===== src/rtl/dispatch_queue.sv =====
// In-order buffer between rename and issue, with a physical-register busy
// scoreboard used to annotate the head entry with operand readiness.
package dispatch_queue_pkg;
    localparam int unsigned PRFSIZE = 64;

    typedef logic [$clog2(PRFSIZE)-1:0] preg_id_t;

    typedef struct packed {
        logic       rd_valid;
        logic       rs1_valid;
        logic       rs2_valid;
        logic [4:0] rd;
        logic [4:0] rs1;
        logic [4:0] rs2;
    } si_t;

    typedef struct packed {
        si_t        si;
        preg_id_t   prd;
        preg_id_t   prs1;
        preg_id_t   prs2;
        logic       prs1_renammed;
        logic       prs2_renammed;
        logic [15:0] pc;
    } di_t;
endpackage

module dispatch_queue
    import dispatch_queue_pkg::*;
#(
    parameter int unsigned DEPTH    = 4,
    parameter int unsigned CNT_BITS = $clog2(DEPTH) + 1
) (
    input  logic                clk,
    input  logic                rst,
    input  di_t                 di_i,
    input  logic                di_i_valid,
    output logic                di_i_ready,
    output di_t                 di_o,
    output logic                di_o_valid,
    input  logic                di_o_ready,
    output logic                prs1_ready_o,
    output logic                prs2_ready_o,
    input  logic                wb_valid_i,
    input  preg_id_t            wb_preg_i,
    squash_if.slave             squash_io,
    output logic [CNT_BITS-1:0] count_o
);
    localparam int unsigned PTR_W = $clog2(DEPTH);
    localparam logic [CNT_BITS-1:0] FULL = CNT_BITS'(DEPTH);

    di_t                 mem [DEPTH];
    logic [PTR_W-1:0]    head;
    logic [PTR_W-1:0]    tail;
    logic [CNT_BITS-1:0] count;
    logic [PRFSIZE-1:0]  busy;
    logic [PRFSIZE-1:0]  busy_n;
    logic                flush;
    logic                enq;
    logic                deq;
    di_t                 h;

    assign flush      = rst || squash_io.valid;
    assign di_i_ready = (count < FULL);
    assign di_o_valid = (count != '0);
    assign enq        = di_i_valid && di_i_ready;
    assign deq        = di_o_valid && di_o_ready;
    assign h          = mem[head];
    assign di_o       = h;
    assign count_o    = count;

    // Writeback clear is applied first so a same-cycle producer set wins.
    always_comb begin
        busy_n = busy;
        if (wb_valid_i)
            busy_n[wb_preg_i] = 1'b0;
        if (enq && di_i.si.rd_valid)
            busy_n[di_i.prd] = 1'b1;
    end

    always_ff @(posedge clk) begin
        if (flush) begin
            head  <= '0;
            tail  <= '0;
            count <= '0;
            busy  <= '0;
        end else begin
            if (enq)
                tail <= tail + 1'b1;
            if (deq)
                head <= head + 1'b1;
            count <= count + CNT_BITS'(enq) - CNT_BITS'(deq);
            busy  <= busy_n;
        end
    end

    always_ff @(posedge clk) begin
        if (enq && !flush)
            mem[tail] <= di_i;
    end

    always_comb begin
        prs1_ready_o = di_o_valid &&
                       (!h.si.rs1_valid || !h.prs1_renammed || !busy[h.prs1] ||
                        (wb_valid_i && wb_preg_i == h.prs1));
        prs2_ready_o = di_o_valid &&
                       (!h.si.rs2_valid || !h.prs2_renammed || !busy[h.prs2] ||
                        (wb_valid_i && wb_preg_i == h.prs2));
    end

    a_no_enq_when_full: assert property (@(posedge clk) disable iff (rst)
        !(enq && count == FULL));

    a_head_stable: assert property (@(posedge clk) disable iff (rst)
        (di_o_valid && !di_o_ready && !squash_io.valid) |=> $stable(di_o));
endmodule


===== src/rtl/dispatch_queue_if.sv =====
// Flush request interface shared by the rename/dispatch stages.
interface squash_if;
    logic valid;

    modport master (output valid);
    modport slave  (input  valid);
endinterface


===== src/flat_wrapper.sv =====
// flat-port wrapper written by rule: the top's interface ports become plain ports
module dispatch_queue_flat import dispatch_queue_pkg::*;
#(
    parameter int unsigned DEPTH    = 4,
    parameter int unsigned CNT_BITS = $clog2(DEPTH) + 1
)
  (clk, rst, di_i, di_i_valid, di_i_ready, di_o, di_o_valid, di_o_ready, prs1_ready_o, prs2_ready_o, wb_valid_i, wb_preg_i, count_o, squash_io_valid);
  squash_if squash_io_i ();
  input  logic clk;
  input  logic rst;
  input  di_t di_i;
  input  logic di_i_valid;
  output logic di_i_ready;
  output di_t di_o;
  output logic di_o_valid;
  input  logic di_o_ready;
  output logic prs1_ready_o;
  output logic prs2_ready_o;
  input  logic wb_valid_i;
  input  preg_id_t wb_preg_i;
  output logic [CNT_BITS-1:0] count_o;
  input wire logic [$bits(squash_io_i.valid)-1:0] squash_io_valid;
  assign squash_io_i.valid = squash_io_valid;
  dispatch_queue #(.DEPTH(DEPTH), .CNT_BITS(CNT_BITS)) u_core (.clk(clk), .rst(rst), .di_i(di_i), .di_i_valid(di_i_valid), .di_i_ready(di_i_ready), .di_o(di_o), .di_o_valid(di_o_valid), .di_o_ready(di_o_ready), .prs1_ready_o(prs1_ready_o), .prs2_ready_o(prs2_ready_o), .wb_valid_i(wb_valid_i), .wb_preg_i(wb_preg_i), .squash_io(squash_io_i), .count_o(count_o));
endmodule

===== config.mk =====
export PLATFORM = sky130hd
export DESIGN_NAME = dispatch_queue_flat
export DESIGN_NICKNAME = d
export VERILOG_FILES = /design/src/rtl/dispatch_queue.sv /design/src/rtl/dispatch_queue_if.sv /design/src/flat_wrapper.sv
export SDC_FILE = /design/constraint.sdc
export NUM_CORES = 1
export LEC_CHECK = 0
export CELL_PAD_IN_SITES_DETAIL_PLACEMENT = 1
export CELL_PAD_IN_SITES_GLOBAL_PLACEMENT = 1
export CORE_MARGIN = 2
export CORE_UTILIZATION = 51
export DETAILED_ROUTE_END_ITERATION = 7
export GPL_TIMING_DRIVEN = 0
export PLACE_DENSITY = 0.84
export SKIP_CTS_REPAIR_TIMING = 1
export SLEW_MARGIN = 20
export SYNTH_ARGS = -nofsm -noshare
export SYNTH_HDL_FRONTEND = slang
export SYNTH_SLANG_ARGS = --single-unit

===== constraint.sdc =====
create_clock -name clk -period 4.1 [get_ports clk]
set_clock_uncertainty 0.05 [all_clocks]
set_input_delay 0.615 -clock clk [delete_from_list [all_inputs] [get_ports clk]]
set_output_delay 0.615 -clock clk [all_outputs]
set_load 0.1 [all_outputs]

==> results.yml <==
cts:
  clock_path_buffers: 3
  cts.htree.levels: 1
  clk_pin_slew_ns: 0.06
  cts_tree: "yes"
  clkLatencyLatePin_ns: 0.55
  cts.sinks: 289
  clockRootBuffer: "clkbuf_16"
  numCtsBuffers: 30
route:
  drtIter0Drc: 816
  detail-route-antenna-nets: 0
  vias: 8183
  wl_per_cell_um: 28.8
  routed_via_density: 6.27
  route.met3.wl_mm: 3.38
  wl_met2_mm: 18.8
  first_pass_iters: 5
  drt-met1-wl_mm: 14.0
  wirelength_mm: 37.6
  drcViolationCount: 0
  top_layer_used: "met4"
timing:
  drv_slew: 0
  setup_tns_ns: -0.0901
  hold_viol: 0
  fmax_mhz: 241
  rsz0062_at_grt: "yes"
  setup_viol: 2
  fin_crit_sh_pct: 101
  fin_crit_ns: 4.15
  relSlewSlack_pct: 29.8
  worst_slew_pin_slew_ns: 1.05
  worst_hold_slack_ns: 0.447
  worst_slack_ns: -0.0486
yosys:
  synthTopCellsByArea: "edfxtp_1 (53%), dfxtp_1 (12%), mux4_2 (11%)"
  synthAdderAreaFrac_pct: 0.779
  synth_top_family_by_area: "multiplexers"
  synth_compound_area_share_pct: 7.04
  synth_edf_count: 216
  synthMuxAreaShare_pct: 17.0
  synth_area_per_cell_um2: 15.2
  syn_inst: 804
  yosysSeqAreaShare_pct: 65.1
  synth_flop_cell: "edfxtp_1"
  ys_async_sr_fraction_pct: 0
  ys_types: 56
  syn_nets: 877
  synthSimpleGateAreaFrac_pct: 6.41
  yosysTopAreaCellShare_pct: 53.1
  syn_area_um2: 12200
  ys_ff_latch: 289
  synth_warnings: 0
  synthXorXnorAreaFrac_pct: 1.22
  synth_top_area_cell: "edfxtp_1"
worst_setup_path:
  cp-end-kind: "output port"
  critPathKind: "register to output port"
  crit_fanout: 9
  worstSetupStartpointType: "register"
  worstPathArrival_ns: 3.48
  cp_num_buf_inv: 5
  path_common_cell: "buf_12"
  cpLargestDelayFamily: "multiplexers"
  max_stage_delay_ns: 0.53
  worstPathRequired_ns: 3.43
  crit_chain: "buf_12 -> buf_12 -> mux4_2 -> buf_12 -> buf_4 -> mux4_1 -> mux2i_2 -> o22ai_1 -> a2111oi_2 -> a311o_1 -> buf_12"
  crit-reg2reg-launch: "u_core.count_o[1]$_SDFF_PP0_"
  slowest_stage: "mux4_2"
final_layout:
  ff_latch_area_um2: 7950
  diodes: 0
  final_nets: 1037
  fin_util_pct: 63.8
  multi_input_area_um2: 4000
  area_delta_synth_final_pct: 22.7
  fillers: 2135
  drive_gt1_share_pct: 18.0
global_routing:
  grt_max_degree: 41
  antenna_found_initial: 0
  grt_pass1_wl_mm: 56.6
  grt_pass1_vias: 8964
  overflow: 0
  grt_util_all_layers_pct: 29.7
floorplan:
  die_h_um: 159
  die-area_um2: 25200
  start_util_pct: 52.0
  num_rows: 56
  die_w_um: 159
  coreArea_um2: 23500
  ios: 127
power:
  pwr_density_cell_nw_per_um2: 474
  vdd_ir_drop_max_mv: 0.441
  power.leakage_uw: 0.00496
  total_power_uw: 7110
status:
  violations: "setup timing"
  outcome: "finished, violations left"
run:
  max_cap_violations: 0
placement:
  gp_congestion: 0.910
  post-dp-hpwl_mm: 23.6
  port_buffers: 120
hold_path:
  hold_start: "u_core.busy[39]$_SDFF_PP0_"
  hp-class: "register to register"
[state kept, by name, indices dropped and copies added (netlist names), named ones only]
| register | flops |
|---|---|
| u_core.mem | 216 |
| u_core.count_o | 3 |
| u_core.busy | 64 |
| u_core.head | 2 |
| u_core.tail | 2 |
[cells by family after synthesis]
logic type      after synthesis
simple gates                164
buf+inv                      59
compound gates              156
xor+xnor                     17
mux                         112
flops                       289
fa+ha+maj                     7
[cell type report]
class                      count  area share, %
sequential                   289           53.1
multi-input combinational    456           26.7
timing repair buffer         128           8.63
clock buffer                  38           5.21
tap                          319           2.66
buffer                        49           1.96
clock inverter                16           1.49
inverter                      10          0.251
[through the flow]
stage,instances,setup WS (ns),area (um^2)
after floorplan,804,0.0595,12200
after global placement,1243,-0.602,13800
after detailed placement,1247,-0.453,13900
after CTS,1301,-1.06,14900
after global routing,1305,-0.105,15000
final,1305,-0.0486,15000
[synthesized netlist by cell type, types with 2 or more instances]
cell,n
a2111oi_0,3
a211oi_1,2
a21oi_1,66
a22oi_1,2
a31oi_1,4
and2_1,3
and3_1,13
buf_1,6
buf_2,5
buf_4,3
buf_6,5
clkbuf_1,28
dfxtp_1,73
edfxtp_1,216
ha_1,6
inv_1,10
mux2_2,5
mux2i_1,35
mux4_1,12
mux4_2,60
nand2_1,81
nand2b_1,4
nand3_1,7
nand3b_1,3
nand4_1,3
nor2_1,19
nor2b_1,10
nor3_1,6
nor3b_1,4
o21ai_0,65
o22ai_1,2
or2_2,2
or3b_2,2
or4_1,2
xnor2_1,10
xor2_1,7
[worst min-delay path: stages (launching register included)]
cell and delay, ns:
dfxtp_1 0.31, o21ai_0 0.07, a21oi_1 0.06
[per-layer routing]
metal,vias up,GRT usage [%]
li1,3447,-
met3,106,7.11
met4,0,11.8
met1,4157,36.3
met5,-,0
met2,473,51.2
[power by group]
| group | switching, uW | internal [uW] | leakage [uW] |
|---|---|---|---|
| registers | 19.5 | 3180 | 0.00254 |
| logic | 774 | 318 | 0.00194 |
| clock network | 1150 | 1660 | 0.000486 |
| total | 1950 | 5160 | 0.00496 |
[path summary, 6_finish.rpt]
path                                                     end  slack, ns  depth (start not counted)
worst min register to register    u_core.busy[39]$_SDFF_PP0_       0.45                          2
worst max register to register  u_core.count_o[2]$_SDFF_PP0_       1.13                          9
worst max-delay path                            prs2_ready_o      -0.05                         11
worst min-delay path              u_core.busy[39]$_SDFF_PP0_       0.45                          2
[layout by cell type (no fill, tap or decap), types with 4 or more instances in the layout]
| master | netlist | layout |
|---|---|---|
| a21oi_1 | 66 | 66 |
| mux4_2 | 60 | 64 |
| buf_4 | 3 | 6 |
| inv_1 | 10 | 10 |
| edfxtp_1 | 216 | 216 |
| clkinv_2 | 0 | 4 |
| and3_4 | 0 | 4 |
| a31oi_1 | 4 | 4 |
| dlymetal6s2s_1 | 0 | 11 |
| ha_1 | 6 | 6 |
| bufinv_16 | 0 | 5 |
| buf_16 | 0 | 4 |
| mux2i_2 | 0 | 4 |
| clkbuf_16 | 0 | 30 |
| buf_12 | 1 | 5 |
| clkbuf_2 | 0 | 24 |
| clkinv_1 | 0 | 6 |
| clkdlybuf4s50_1 | 0 | 87 |
| o21ai_0 | 65 | 65 |
| mux2_2 | 5 | 5 |
| nand3_1 | 7 | 7 |
| nor2_1 | 19 | 19 |
| and3_1 | 13 | 9 |
| mux2i_1 | 35 | 31 |
| nor3_1 | 6 | 5 |
| nand2b_1 | 4 | 4 |
| dfxtp_1 | 73 | 72 |
| mux4_1 | 12 | 8 |
| xor2_1 | 7 | 7 |
| buf_6 | 5 | 4 |
| nand2_1 | 81 | 81 |
| buf_2 | 5 | 5 |
| nor2b_1 | 10 | 10 |
| xnor2_1 | 10 | 10 |
| clkbuf_1 | 28 | 35 |
(Power assumes the default switching activity.)
